**src/rtl/st_data_buffer_pkg.sv**
```systemverilog
// Shared types for the store-data path: register tags and data, store offsets,
// branch broadcast and the lookup/result/atomic uop structs.
package st_data_buffer_pkg;

  typedef logic [6:0]  RFTag;   // bit 6 set: tag[5:0] is a sign-extended immediate
  typedef logic [31:0] RegT;
  typedef logic [1:0]  StOff_t;

  typedef struct packed {
    logic       taken;
    logic       flush;
    logic [6:0] storeSqN;
  } BranchProv;

  typedef struct packed {
    RFTag       tag;
    logic [6:0] storeSqN;
    StOff_t     offs;
    logic       valid;
  } StDataLookupUOp;

  typedef struct packed {
    logic       valid;
    logic [6:0] storeSqN;
    RegT        data;
  } StDataUOp;

  typedef struct packed {
    logic       valid;
    logic [6:0] storeSqN;
    RegT        result;
  } AMO_Data_UOp;

endpackage

```
**src/rtl/st_data_fifo.sv**
```systemverilog
// One lane of store data: in-order storage with wrap-around pointers and
// branch truncation of the youngest entries. ST_DATA_BYPASS_EN adds empty-FIFO bypass.
module st_data_fifo
  import st_data_buffer_pkg::*;
#(
  parameter  int DEPTH = 4,
  localparam int PW    = $clog2(DEPTH)
) (
  input  logic        clk,
  input  logic        rst,
  input  BranchProv   branch_i,
  input  logic        enq_valid_i,
  input  logic [6:0]  enq_sqn_i,
  input  RegT         enq_data_i,
  input  logic        deq_block_i,
  output StDataUOp    head_o,
  output logic [PW:0] count_o
);

  logic [PW:0]   wr_q, rd_q, wr_d, rd_d, survivors;
  logic [PW-1:0] waddr;
  logic [6:0]    sqn_q  [DEPTH];
  RegT           data_q [DEPTH];
  logic          head_live, enq_live, bypass, wr_en;

  // Younger than the branch means a strictly positive wrapped distance.
  function automatic logic killed(input BranchProv b, input logic [6:0] sqn);
    logic [6:0] age;
    age = sqn - b.storeSqN;
    return b.taken && (b.flush || (!age[6] && age != 7'd0));
  endfunction

  assign count_o = wr_q - rd_q;

  // NOTE: every signal assigned here gets a value on every path before any
  // condition, so no latch can be inferred.
  always_comb begin
    survivors = '0;
    for (int i = 0; i < DEPTH; i++) begin
      if ((PW+1)'(i) < count_o && !killed(branch_i, sqn_q[rd_q[PW-1:0] + PW'(i)]))
        survivors = survivors + 1'b1;
    end
    head_live = survivors != '0;
    enq_live  = enq_valid_i && !killed(branch_i, enq_sqn_i);
`ifdef ST_DATA_BYPASS_EN
    bypass    = enq_live && !head_live && !deq_block_i;
`else
    bypass    = 1'b0;
`endif
    wr_en = enq_live && !bypass;
    // Entries are age-ordered, so survivors form a prefix: truncate the tail.
    waddr = rd_q[PW-1:0] + survivors[PW-1:0];
    wr_d  = rd_q + survivors + (PW+1)'(wr_en);
    rd_d  = rd_q + (PW+1)'(head_live && !deq_block_i);

    head_o.valid    = head_live || bypass;
    head_o.storeSqN = bypass ? enq_sqn_i  : sqn_q[rd_q[PW-1:0]];
    head_o.data     = bypass ? enq_data_i : data_q[rd_q[PW-1:0]];
  end

  // NOTE: sequential state uses non-blocking assignments so every flop samples
  // pre-edge values regardless of block ordering.
  always_ff @(posedge clk or posedge rst) begin
    if (rst) begin
      wr_q <= '0;
      rd_q <= '0;
    end else begin
      wr_q <= wr_d;
      rd_q <= rd_d;
    end
  end

  // NOTE: storage is not reset; pointers alone define which slots are valid.
  always_ff @(posedge clk) begin
    if (wr_en) begin
      sqn_q[waddr]  <= enq_sqn_i;
      data_q[waddr] <= enq_data_i;
    end
  end

endmodule

```
**src/rtl/st_data_buffer.sv**
```systemverilog
// Store-data buffer: per lane, looks up register/immediate store data, aligns it
// and queues it for the store queue; atomics preempt. ST_DATA_BYPASS_EN cuts latency to 1.
module st_data_buffer
  import st_data_buffer_pkg::*;
#(
  parameter int WIDTH = 2,
  parameter int DEPTH = 4
) (
  input  logic             clk,
  input  logic             rst,
  input  BranchProv        IN_branch,
  input  StDataLookupUOp   IN_uop [WIDTH],
  output logic [WIDTH-1:0] OUT_ready,
  input  AMO_Data_UOp      IN_atomicUOp [WIDTH],
  output RFTag             OUT_readTag [WIDTH],
  input  RegT              IN_readData [WIDTH],
  input  logic [WIDTH-1:0] IN_stall,
  output StDataUOp         OUT_uop [WIDTH]
);

  localparam int PW = $clog2(DEPTH);

  logic [WIDTH-1:0] inflight_q, accept;
  logic [6:0]       if_sqn_q  [WIDTH];
  RFTag             if_tag_q  [WIDTH];
  StOff_t           if_offs_q [WIDTH];
  RegT              enq_data  [WIDTH];
  StDataUOp         head      [WIDTH];
  logic [PW:0]      count     [WIDTH];

  function automatic logic killed(input BranchProv b, input logic [6:0] sqn);
    logic [6:0] age;
    age = sqn - b.storeSqN;
    return b.taken && (b.flush || (!age[6] && age != 7'd0));
  endfunction

  function automatic RegT align(input RegT d, input StOff_t offs);
    return d << {offs, 3'b000};
  endfunction

  always_comb begin
    for (int l = 0; l < WIDTH; l++) begin
      OUT_readTag[l] = IN_uop[l].tag;
      // Count in-flight lookups so an accepted uop always finds a slot.
      OUT_ready[l]   = (PW+2)'(count[l]) + (PW+2)'(inflight_q[l]) < (PW+2)'(DEPTH);
      accept[l]      = IN_uop[l].valid && OUT_ready[l] && !killed(IN_branch, IN_uop[l].storeSqN);
      enq_data[l]    = align(if_tag_q[l][6] ? {{26{if_tag_q[l][5]}}, if_tag_q[l][5:0]}
                                            : IN_readData[l], if_offs_q[l]);
      if (IN_atomicUOp[l].valid) begin
        OUT_uop[l].valid    = 1'b1;
        OUT_uop[l].storeSqN = IN_atomicUOp[l].storeSqN;
        OUT_uop[l].data     = IN_atomicUOp[l].result;
      end else begin
        OUT_uop[l] = head[l];
      end
    end
  end

  always_ff @(posedge clk or posedge rst) begin
    if (rst) inflight_q <= '0;
    else     inflight_q <= accept;
  end

  always_ff @(posedge clk) begin
    for (int l = 0; l < WIDTH; l++) begin
      if (accept[l]) begin
        if_sqn_q[l]  <= IN_uop[l].storeSqN;
        if_tag_q[l]  <= IN_uop[l].tag;
        if_offs_q[l] <= IN_uop[l].offs;
      end
    end
  end

  for (genvar l = 0; l < WIDTH; l++) begin : g_lane
    st_data_fifo #(.DEPTH(DEPTH)) u_fifo (
      .clk         (clk),
      .rst         (rst),
      .branch_i    (IN_branch),
      .enq_valid_i (inflight_q[l]),
      .enq_sqn_i   (if_sqn_q[l]),
      .enq_data_i  (enq_data[l]),
      .deq_block_i (IN_stall[l] || IN_atomicUOp[l].valid),
      .head_o      (head[l]),
      .count_o     (count[l])
    );
  end

endmodule

```
**config.mk**
```make
export PLATFORM = sky130hd
export DESIGN_NAME = st_data_buffer
export DESIGN_NICKNAME = d
export VERILOG_FILES = /design/src/rtl/st_data_buffer_pkg.sv /design/src/rtl/st_data_fifo.sv /design/src/rtl/st_data_buffer.sv
export SDC_FILE = /design/constraint.sdc
export NUM_CORES = 1
export LEC_CHECK = 0
export ABC_AREA = 1
export BUFFER_PORTS_ARGS = -buffer_cell sky130_fd_sc_hd__buf_2
export CAP_MARGIN = 0
export CORE_MARGIN = 4
export CORE_UTILIZATION = 35
export DETAILED_ROUTE_END_ITERATION = 6
export HOLD_SLACK_MARGIN = 0.06
export PLACE_DENSITY = 0.53
export SYNTH_ARGS = -nofsm -noshare
export SYNTH_HDL_FRONTEND = slang
export SYNTH_SLANG_ARGS = --single-unit
export TNS_END_PERCENT = 20
```
**constraint.sdc**
```tcl
create_clock -name clk -period 10.3 [get_ports clk]
set_clock_uncertainty 0.15 [all_clocks]
set_input_delay 0.515 -clock clk [delete_from_list [all_inputs] [get_ports clk]]
set_output_delay 0.515 -clock clk [all_outputs]
set_load 0.005 [all_outputs]
```
==> results of run 1 <==
## state kept, by name, summed over array words and instances, names as in the netlist
signal,flops
if_tag_q,14
g_lane.u_fifo.wr_q,6
g_lane.u_fifo.data_q,256
if_offs_q,4
g_lane.u_fifo.sqn_q,56
g_lane.u_fifo.rd_q,6
inflight_q,2
if_sqn_q,14
## cell type report
| class | count | area share |
|---|---|---|
| inverter | 186 | 0.0301 |
| clock inverter | 25 | 0.0120 |
| timing repair buffer | 345 | 0.0823 |
| clock buffer | 47 | 0.0432 |
| tap | 756 | 0.0398 |
| sequential | 358 | 0.449 |
| multi-input combinational | 1424 | 0.343 |
| antenna | 3 | 0.000316 |
## worst max path at each step
stage	cells past startpoint	start	slack, ns	to
global route	27	g_lane[0].u_fifo.rd_q[0]	3.15	g_lane[0].u_fifo.data_q[0][13]
floorplan	31	g_lane[0].u_fifo.rd_q[0]	2.61	g_lane[0].u_fifo.data_q[2][0]
finish	27	g_lane[0].u_fifo.rd_q[0]	3.85	g_lane[0].u_fifo.data_q[0][13]
CTS	28	g_lane[0].u_fifo.rd_q[0]	3.83	g_lane[0].u_fifo.data_q[0][13]
global placement	27	g_lane[0].u_fifo.rd_q[0]	4.02	g_lane[0].u_fifo.data_q[0][21]
detailed placement	28	g_lane[0].u_fifo.rd_q[0]	3.89	g_lane[0].u_fifo.data_q[0][29]
## cells in the mapped netlist, drive strengths merged (14+ instances only)
cell and number:
buf 25, nor2 149, nand4 27, fa 18, nand2 563, nor3 15, a21oi 72, a41oi 26
xor2 34, inv 185, edfxtp 344, xnor2 22, mux2i 20, dfrtp 14, ha 94, clkbuf 78
nand3 74, a22oi 87, o21ai 158, a31oi 23
## critical path, stage by stage, from the launching register on
cell,delay (ns)
dfrtp_2,0.99
inv_8,0.07
nand2_2,0.13
nand2_4,0.13
o21ai_0,0.27
ha_1,0.33
a21oi_1,0.15
nand2_1,0.11
a21oi_1,0.14
o21ai_0,0.11
xor2_1,0.15
o31ai_1,0.30
nand2_1,0.10
a21oi_1,0.24
ha_1,0.31
inv_1,0.08
nand2_2,0.06
nand2_2,0.06
inv_1,0.04
ha_1,0.25
or2_0,0.23
nand2_2,0.12
inv_1,0.05
ha_1,0.28
xnor2_1,0.38
nand2_1,0.16
nor2_4,0.13
buf_4,0.47
## power groups by stage
stage | logic (mW) | registers, mW | clock network [mW]
after global placement | 4.73 | 2.84 | 0
after floorplan | 3.43 | 2.74 | 0
after CTS | 4.89 | 2.82 | 1.47
final | 4.84 | 2.82 | 1.43
after detailed placement | 4.85 | 2.85 | 0
after global routing | 5.50 | 2.88 | 1.53
## cell families (layout without fill, tap and decap cells)
| group | count (synthesis) | in the layout | synth area share |
|---|---|---|---|
| AOI/OAI and AO/OA | 390 | 390 | 0.119 |
| DFF | 358 | 358 | 0.534 |
| buffers and inverters | 289 | 603 | 0.0606 |
| muxes | 20 | 20 | 0.0100 |
| adders and majority gates | 112 | 112 | 0.0768 |
| other | 0 | 3 | 0 |
| and+or+nand+nor | 846 | 846 | 0.175 |
| xor gates and xnor gates | 56 | 56 | 0.0253 |
## repair_timing
item	CTS	global route
hold buffers	33	0
endpoints found under the setup margin	0	0
hold endpoints to repair	46	0
gates resized for setup	0	0
## metal layers
metal,part of all wire,vias to the layer above,GRT usage,wire length (um)
li1,-,7731,-,-
met1,0.46,7539,0.261,26400
met2,0.47,398,0.300,27100
met3,0.056,85,0.0327,3230
met4,0.019,8,0.0449,1110
met5,0.00095,-,0,55
==> qor.csv, run 1 <==
stage,metric,value,unit
status,run_status,"complete, but fails checks",
status,violations,DRC,
timing,worst-slew-pin-transition,0.989,ns
timing,max_freq,0.155,GHz
layout,nNetsFinal,2658,
setup_path,rr_startpoint,g_lane[0].u_fifo.rd_q[0],
floorplanning,rows,87,
place,port_buffers,286,
layout,register_area,10700,um2
floorplanning,die_w,247,um
logic_synthesis,synth-seq-cells,358,
floorplanning,io_pins,287,
logic_synthesis,synth_area_leader_cell,edfxtp_1,
power_and_ir_drop,p_clk_frac,0.157,
hold_path,hold_depth,5,
timing,hold_violations,0,
route,route.detailed.drc,1,
layout,layout.cells.non_filler,3144,
power_and_ir_drop,seqPwrFrac,0.310,
setup_path,reg2reg_to,g_lane[0].u_fifo.data_q[0][13],
route,vias,15800,
floorplanning,die_area,61000,um2
clock_network,clock_latency,0.56,ns
route,dr.pass1.iters,7,
route,via_per_inst,5.01,
setup_path,arrival,6.48,ns
floorplanning,initial_core_util,0.354,
timing,fin_hold_ws,0.300,ns
clock_network,root_buffer,clkbuf_16,
logic_synthesis,ys.flop_type,edfxtp_1,
setup_path,cp-start-kind,flop,
power_and_ir_drop,peakVddDrop,0.000255,V
setup_path,rr_worst_depth,27,
place,hpwl,40600,um
layout,syn2layout_area_growth,19.0,%
global_routing,grt_antenna_before_repair,7,
clock_network,cts_buffers,40,
setup_path,crit_type,reg -> reg,
route,drt-initial-drc-count,1063,
power_and_ir_drop,p_leak,10.0,nW
logic_synthesis,syn_avg_cell_area,9.66,um2
place,placedCellCount,3036,
timing,min_period,6.45,ns
logic_synthesis,yosysWarningCount,0,
clock_network,cts_sinks,358,
hold_path,worstHoldEndpoint,g_lane[0].u_fifo.rd_q[0],
clock_network,path_clk_slew,0.06,ns
clock_network,post-cts-setup-buffers,0,
layout,final_area,23800,um2
timing,finalCritPeriodShare,0.627,
place,place_area,22100,um2
global_routing,overflow,0,
run,drv_cap,0,
logic_synthesis,syn_nets,2374,
setup_path,critPathCaptureType,flop,
timing,drv_slew,0,
route,wl_per_cell,18.4,um
layout,fillers,5381,
global_routing,grt_start_max_net_pins,57,
floorplanning,die_h,247,um
floorplanning,core,56500,um2
logic_synthesis,yosys-top-cells-area,"edfxtp_1, nand2_1, ha_1, o21ai_0, inv_1",
clock_network,clk_path_buf_depth,3,
timing,max_slew_margin,0.341,
power_and_ir_drop,power_density,382,nW/um2
logic_synthesis,synth.distinct_cells,50,
place,place_ws,3.89,ns
hold_path,hold_path_class,in -> reg,
clock_network,h-tree-depth,2,
setup_path,r2r_slack,3.85,ns
place,place.gp.congestion,0.885,
logic_synthesis,synthCells,2071,
power_and_ir_drop,p_int,4.99,mW
timing,setup_slack,3.85,ns
timing,tns,0,ns
logic_synthesis,ys_async_sr_fraction,0.0391,
timing,rsz0062_at_grt,false,
route,routed_wirelength,58000,um
layout,multi_input_area,8170,um2
global_routing,grt_first_pass_wirelength,88000,um
timing,setup_violations,0,
logic_synthesis,yosys.area.top_type_share,0.517,
clock_network,cts_tree,done,
layout,drive_gt1_frac,0.182,
power_and_ir_drop,p_sw,4.09,mW
global_routing,grt_usage,0.186,
power_and_ir_drop,netSwitchingFraction,0.451,
logic_synthesis,synth_edf_count,344,
power_and_ir_drop,p_total,9.08,mW
logic_synthesis,yosysSeqAreaShare,0.534,
layout,layout_common_cells,"nand2_1, edfxtp_1, buf_2",
hold_path,min_from,IN_stall[0],
global_routing,grt_pass1_vias,15200,
logic_synthesis,netlist_area,20000,um2
route,ant_nets,0,
setup_path,worst-path-max-fanout,47,
layout,mostFrequentLayoutCell,nand2_1,
setup_path,required,10.33,ns
power_and_ir_drop,power_frac_comb,0.533,
layout,final_core_util,0.421,
No activity file was read; power rests on OpenSTA's default activity.
==> run 2: changes to the inputs <==
Settings changed: ABC_AREA 1 to 0, PLACE_DENSITY 0.53 to 0.55.
Clock period 10.3 ns to 5.3 ns, I/O delays scaled along.
==> qor.csv, run 2 <==
stage,metric,value,unit,change
hold_path,hold_path_class,in -> reg,,
place,place_area,23300,um2,+5.3%
setup_path,r2r_slack,0.04,ns,-3.81 ns
route,dr.pass1.iters,5,,-2
power_and_ir_drop,p_leak,9.66,nW,-3.5%
timing,rsz0062_at_grt,true,,
clock_network,cts_sinks,358,,unchanged
logic_synthesis,syn_nets,1752,,-26%
timing,fin_hold_ws,0.110,ns,-0.191 ns
power_and_ir_drop,power_density,815,nW/um2,+110%
global_routing,grt_first_pass_wirelength,80900,um,-8.0%
logic_synthesis,yosys.area.top_type_share,0.512,,-0.00455
hold_path,worstHoldEndpoint,g_lane[0].u_fifo.data_q[1][7],,
logic_synthesis,synth.distinct_cells,63,,+26%
timing,min_period,5.26,ns,-1.19 ns
setup_path,critPathCaptureType,flop,,
run,drv_cap,0,,unchanged
setup_path,worst-path-max-fanout,20,,-57%
route,via_per_inst,5.07,,+1.0%
floorplanning,core,56700,um2,+0.39%
clock_network,cts_buffers,41,,+2.5%
global_routing,grt_usage,0.172,,-0.0140
layout,layout.cells.non_filler,2646,,-16%
route,wl_per_cell,20.3,um,+9.9%
logic_synthesis,synth_edf_count,344,,unchanged
timing,max_freq,0.190,GHz,+23%
layout,top_register,g_lane.u_fifo.data_q,,
setup_path,crit_type,reg -> reg,,
layout,layout_common_cells,"edfxtp_1, buf_2, mux2_2",,
timing,max_slew_margin,0.293,,-0.0474
setup_path,rr_worst_depth,22,,-19%
place,hpwl,38900,um,-4.3%
logic_synthesis,synth_mux_area_frac,0.194,,+0.184
logic_synthesis,netlist_area,20200,um2,+0.89%
floorplanning,rows,87,,unchanged
setup_path,required,5.40,ns,-4.93 ns
clock_network,clock_latency,0.57,ns,about the same
layout,mostFrequentLayoutCell,edfxtp_1,,
setup_path,rr_startpoint,g_lane[0].u_fifo.rd_q[0],,
logic_synthesis,ys.flop_type,edfxtp_1,,
hold_path,min_from,IN_readData[39],,
floorplanning,die_w,248,um,+0.43%
global_routing,grt_antenna_before_repair,0,,-7
logic_synthesis,yosys.area_share.xor_xnor,0.0296,,+0.00437
logic_synthesis,syn_avg_cell_area,13.9,um2,+44%
global_routing,grt_pass1_vias,13900,,-8.4%
floorplanning,die_area,61500,um2,+0.86%
logic_synthesis,synthAdderAreaFrac,0.0762,,-0.000677
logic_synthesis,synth_top_family_by_area,multiplexers,,
timing,hold_violations,0,,unchanged
clock_network,cts_tree,done,,
setup_path,reg2reg_to,g_lane[0].u_fifo.data_q[2][8],,
layout,final_area,25500,um2,+7.0%
logic_synthesis,synthCells,1449,,-30%
global_routing,overflow,0,,unchanged
logic_synthesis,yosys-top-cells-area,"edfxtp_1, mux4_2, mux2_2, ha_1, mux2i_1",,
logic_synthesis,yosysMostFrequentCell,edfxtp_1,,
logic_synthesis,ys_async_sr_fraction,0.0391,,unchanged
timing,worst-slew-pin-transition,1.06,ns,+0.0711 ns
timing,finalCritPeriodShare,0.993,,+0.366
global_routing,grt_start_max_net_pins,44,,-23%
route,vias,13400,,-15%
place,port_buffers,286,,unchanged
hold_path,hold_depth,3,,-2
layout,drive_gt1_frac,0.402,,+0.219
layout,final_core_util,0.449,,+0.0279
timing,drv_slew,0,,unchanged
setup_path,cp-start-kind,flop,,
floorplanning,die_h,248,um,+0.43%
layout,largest_reg_flops,256,,unchanged
clock_network,path_clk_slew,0.06,ns,about the same
setup_path,arrival,5.36,ns,-1.12 ns
logic_synthesis,yosysSeqAreaShare,0.529,,-0.00470
status,run_status,"complete, no violations",,
clock_network,clk_path_buf_depth,3,,unchanged
logic_synthesis,yosysWarningCount,0,,unchanged
route,ant_nets,0,,unchanged
floorplanning,initial_core_util,0.356,,+0.00177
place,placedCellCount,2512,,-17%
clock_network,h-tree-depth,2,,unchanged
route,route.detailed.drc,0,,-1
logic_synthesis,synth_compound_area_frac,0.0781,,-0.0404
timing,setup_violations,0,,unchanged
route,routed_wirelength,53600,um,-7.5%
clock_network,root_buffer,clkbuf_16,,
place,place.gp.congestion,0.850,,-4.0%
logic_synthesis,netlist_top_cells_count,"edfxtp_1, mux2_2, ha_1, mux4_2, o21ai_0",,
route,drt-initial-drc-count,776,,-27%
logic_synthesis,synthSimpleGateAreaFrac,0.0610,,-0.114
floorplanning,io_pins,287,,unchanged
layout,syn2layout_area_growth,26.2,%,
logic_synthesis,synth-seq-cells,358,,unchanged
layout,nNetsFinal,2159,,-19%
layout,reg.largest.list,"g_lane.u_fifo.data_q (256), g_lane.u_fifo.sqn_q (56)",,
power_and_ir_drop,peakVddDrop,0.000717,V,+180%
logic_synthesis,synth_area_leader_cell,edfxtp_1,,
run 2: cell count changes in the layout (fill, tap and decap cells not counted), sizes merged, moves of 66 or more:
cell   delta
buf      +89
o21ai    -71
inv     -114
nor2     -85
nand2   -501
mux4     +87
a22oi    -85
nand3    -66
mux2    +118
run 2: worst max-delay path by stage:
| stage | start | end | slack, ns | cells past startpoint |
|---|---|---|---|---|
| CTS | g_lane[1].u_fifo.rd_q[1] | g_lane[1].u_fifo.sqn_q[3][4] | -0.03 | 26 |
| floorplan | g_lane[0].u_fifo.rd_q[0] | g_lane[0].u_fifo.data_q[0][0] | -0.97 | 24 |
| detailed placement | g_lane[1].u_fifo.rd_q[1] | g_lane[1].u_fifo.sqn_q[3][5] | -0.19 | 22 |
| finish | g_lane[0].u_fifo.rd_q[0] | g_lane[0].u_fifo.data_q[2][8] | 0.04 | 22 |
| global placement | g_lane[1].u_fifo.rd_q[1] | g_lane[1].u_fifo.sqn_q[3][4] | -0.09 | 22 |
| global route | g_lane[1].u_fifo.rd_q[1] | g_lane[1].u_fifo.sqn_q[3][4] | -0.19 | 25 |
run 2: repair_timing:
| item | 4_1_cts | 5_1_grt |
|---|---|---|
| hold buffers | 39 | 0 |
| endpoints found under the setup margin | 312 | 317 |
| pin swaps | 15 | 15 |
| cloned | 4 | 4 |
| endpoints found under the hold margin | 64 | 0 |
| gates resized for setup | 27 | 29 |
| buffers inserted | 4 | 6 |
run 2: layer usage:
| metal | track usage | up-vias | wire length [um] | part of all wire |
|---|---|---|---|---|
| met5 | 0 | - | 0 | 0 |
| li1 | - | 6382 | - | - |
| met3 | 0.0199 | 64 | 1840 | 0.034 |
| met2 | 0.290 | 247 | 26700 | 0.50 |
| met1 | 0.234 | 6709 | 23700 | 0.44 |
| met4 | 0.0523 | 0 | 1370 | 0.026 |
run 2: kinds of logic after synthesis:
logic type               Yosys count
AO/OA/AOI/OAI                    257
XOR/XNOR                          65
adder cells (fa/ha/maj)          112
buffers and inverters            150
flip-flops                       358
multiplexers                     267
AND/OR/NAND/NOR                  240
run 2: critical path, stage by stage, from the launching register on:
cell and delay (ns):
dfrtp_4 0.48, buf_4 0.19, mux2_2 0.36, nor2_1 0.09, a21oi_1 0.06, ha_1 0.30
o21ai_1 0.10, a21boi_0 0.13, o21a_1 0.20, or3_1 0.30, a21oi_1 0.21, o21bai_2 0.11
a22oi_2 0.28, ha_4 0.26, xnor2_4 0.16, ha_4 0.23, mux2i_4 0.15, inv_2 0.06
ha_4 0.26, xnor2_2 0.16, nor4b_4 0.27, buf_4 0.19, clkbuf_16 0.20
run 2: metrics by stage:
| stage | TNS (ns) | setup WS, ns | power [mW] |
|---|---|---|---|
| global route | -37.32 | -0.194 | 22.3 |
| detailed placement | -35.28 | -0.191 | 17.1 |
| global placement | -10.28 | -0.0936 | 16.8 |
| CTS | -0.656 | -0.0313 | 20.5 |
| finish | 0 | 0.0362 | 20.8 |
| floorplan | -263.43 | -0.966 | 13.1 |
run 2: cell type report:
cell class / count / area, um2
Clock inverter: 26 / 200
Timing Repair Buffer: 444 / 3020
Tap cell: 756 / 946
Multi-Input combinational cell: 941 / 9280
Antenna cell: 1 / 2.50
Fill cell: 5092 / 31200
Clock buffer: 50 / 1060
Sequential cell: 358 / 10700
Inverter: 70 / 264
run 2: power breakdown:
| part | internal (mW) | switching, mW |
|---|---|---|
| clock network | 1.46 | 1.18 |
| registers | 4.92 | 0.532 |
| logic | 6.10 | 6.56 |
| total | 12.5 | 8.28 |
==> run 3: changes to the inputs <==
==> constraint.sdc (replaced) <==
create_clock -name clk -period 5.3 [get_ports clk]
set_clock_uncertainty 0.15 [all_clocks]
set_input_delay 1.06 -clock clk [delete_from_list [all_inputs] [get_ports clk]]
set_output_delay 1.06 -clock clk [all_outputs]
set_load 0.005 [all_outputs]
==> qor.csv, run 3 (same netlist as run 2, synthesis figures left out) <==
stage,metric,value,unit,change
place,hpwl,39700,um,+2.0%
route,dr.pass1.iters,5,,unchanged
floorplanning,initial_core_util,0.356,,unchanged
clock_network,cts_tree,done,,
floorplanning,die_area,61500,um2,unchanged
global_routing,grt_pass1_vias,13800,,-0.89%
global_routing,grt_usage,0.172,,about the same
layout,final_core_util,0.452,,+0.00296
global_routing,grt_start_max_net_pins,44,,unchanged
clock_network,clock_latency,0.57,ns,about the same
layout,drive_gt1_frac,0.432,,+0.0304
setup_path,crit_type,reg -> out,,
route,ant_nets,0,,unchanged
hold_path,hold_depth,1,,-2
layout,mostFrequentLayoutCell,edfxtp_1,,
clock_network,cts_sinks,358,,unchanged
layout,register_area,10700,um2,unchanged
global_routing,overflow,0,,unchanged
setup_path,worst-path-max-fanout,8,,-60%
status,violations,setup timing,,
place,place_area,23500,um2,+0.80%
setup_path,cp-start-kind,flop,,
floorplanning,die_w,248,um,unchanged
route,via_per_inst,5.08,,+0.26%
layout,final_area,25600,um2,+0.66%
layout,syn2layout_area_growth,27.0,%,
layout,largest_reg_flops,256,,unchanged
clock_network,ctsHoldBuffers,0,,-100%
route,wl_per_cell,20.7,um,+2.2%
global_routing,grt_first_pass_wirelength,80700,um,-0.21%
hold_path,min_from,g_lane[0].u_fifo.rd_q[2],,
hold_path,hold_path_class,reg -> reg,,
floorplanning,rows,87,,unchanged
timing,hold_violations,0,,unchanged
route,routed_wirelength,54700,um,+2.0%
timing,max_slew_margin,0.346,,+0.0525
timing,max_freq,0.172,GHz,-9.6%
timing,finalCritPeriodShare,1.10,,+0.106
timing,min_period,5.82,ns,+0.560 ns
layout,reg.largest.list,"g_lane.u_fifo.data_q (256), g_lane.u_fifo.sqn_q (56)",,
setup_path,required,4.09,ns,-1.31 ns
floorplanning,core,56700,um2,unchanged
timing,tns,-4.34,ns,-4.34 ns
layout,top_register,g_lane.u_fifo.data_q,,
place,place.gp.congestion,0.869,,+2.2%
floorplanning,io_pins,287,,unchanged
clock_network,cts_buffers,39,,-4.9%
setup_path,arrival,4.61,ns,-0.75 ns
timing,worst-slew-pin-transition,0.982,ns,-0.0787 ns
setup_path,reg2reg_to,g_lane[0].u_fifo.data_q[0][22],,
run,drv_cap,0,,unchanged
clock_network,clk_path_buf_depth,3,,unchanged
timing,setup_violations,120,,+120
clock_network,root_buffer,clkbuf_16,,
global_routing,grt_antenna_before_repair,5,,+5
setup_path,critPathCaptureType,output port,,
floorplanning,die_h,248,um,unchanged
layout,layout_common_cells,"edfxtp_1, buf_2, buf_4",,
setup_path,rr_worst_depth,25,,+14%
route,drt-initial-drc-count,767,,-1.2%
layout,multi_input_area,9460,um2,+1.9%
timing,rsz0062_at_grt,true,,
setup_path,rr_startpoint,g_lane[0].u_fifo.rd_q[0],,
hold_path,worstHoldEndpoint,g_lane[0].u_fifo.rd_q[2],,
route,vias,13400,,+0.037%
layout,nNetsFinal,2154,,-0.23%
setup_path,r2r_slack,-0.09,ns,-0.13 ns
clock_network,path_clk_slew,0.06,ns,about the same
timing,drv_slew,0,,unchanged
clock_network,h-tree-depth,2,,unchanged
layout,fillers,5068,,-0.47%
route,route.detailed.drc,0,,unchanged
status,run_status,"complete, but fails checks",,
timing,setup_slack,-0.524,ns,-0.560 ns
place,port_buffers,286,,unchanged
-- run 3: metal layers --
layer	wire [um]	vias up	global-route usage	share of wire
met1	23500	6694	0.227	0.43
met4	1010	4	0.0384	0.018
li1	-	6359	-	-
met5	27	-	0	0.00049
met3	2290	64	0.0277	0.042
met2	27900	286	0.299	0.51
-- run 3: critical path: stages, from the launching register on --
cell and delay, ns:
dfrtp_2 0.50, buf_6 0.16, bufbuf_16 0.26, and2_4 0.13
o31a_1 0.33, ha_4 0.32, o21a_1 0.14, nor2_1 0.06
xnor2_1 0.13, nor4b_2 0.28, a31oi_1 0.12, o21ai_1 0.18
nor2b_4 0.19, ha_4 0.21, xor2_2 0.18, inv_2 0.06
ha_4 0.23, nor4b_4 0.22, buf_4 0.15, o21bai_1 0.06
buf_2 0.14
-- run 3: worst max-delay path by stage --
stage,from,end,slack (ns),cells after the start
after floorplan,IN_branch[1],g_lane[0].u_fifo.data_q[0][0],-1.01,18
after global placement,IN_branch[1],OUT_uop[39],-0.51,19
after detailed placement,IN_branch[1],OUT_uop[39],-0.56,19
after CTS,g_lane[1].u_fifo.rd_q[1],OUT_uop[39],-0.54,20
after global routing,g_lane[1].u_fifo.rd_q[1],OUT_uop[39],-0.74,22
final,g_lane[1].u_fifo.rd_q[1],OUT_uop[39],-0.52,20
-- run 3: cell type report --
cell class                 count  area share
antenna                        3    0.000293
clock buffer                  46      0.0399
clock inverter                25     0.00957
inverter                      70      0.0104
multi-input combinational    941       0.369
sequential                   358       0.417
tap                          756      0.0369
timing repair buffer         441       0.117
-- run 3: metrics by stage --
stage / setup WS [ns] / std cells / hold slack [ns]
4_1_cts: -0.536 / 2619 / 0.385
2_1_floorplan: -1.01 / 1449 / 0.332
6_report: -0.524 / 2640 / 0.376
3_5_place_dp: -0.563 / 2539 / 0.377
3_3_place_gp: -0.506 / 2539 / 0.370
5_1_grt: -0.735 / 2637 / 0.397
-- run 3: timing repair --
action | in CTS | in global routing
resized for setup | 61 | 54
gates cloned | 1 | 9
pin swaps | 16 | 26
buffers inserted | 8 | 9
hold endpoints to repair | 0 | 0
endpoints found under the setup margin | 316 | 316
Power of run 3 is not shown: default switching activity piles up to over one toggle a cycle in this logic, so the estimate is an artifact.
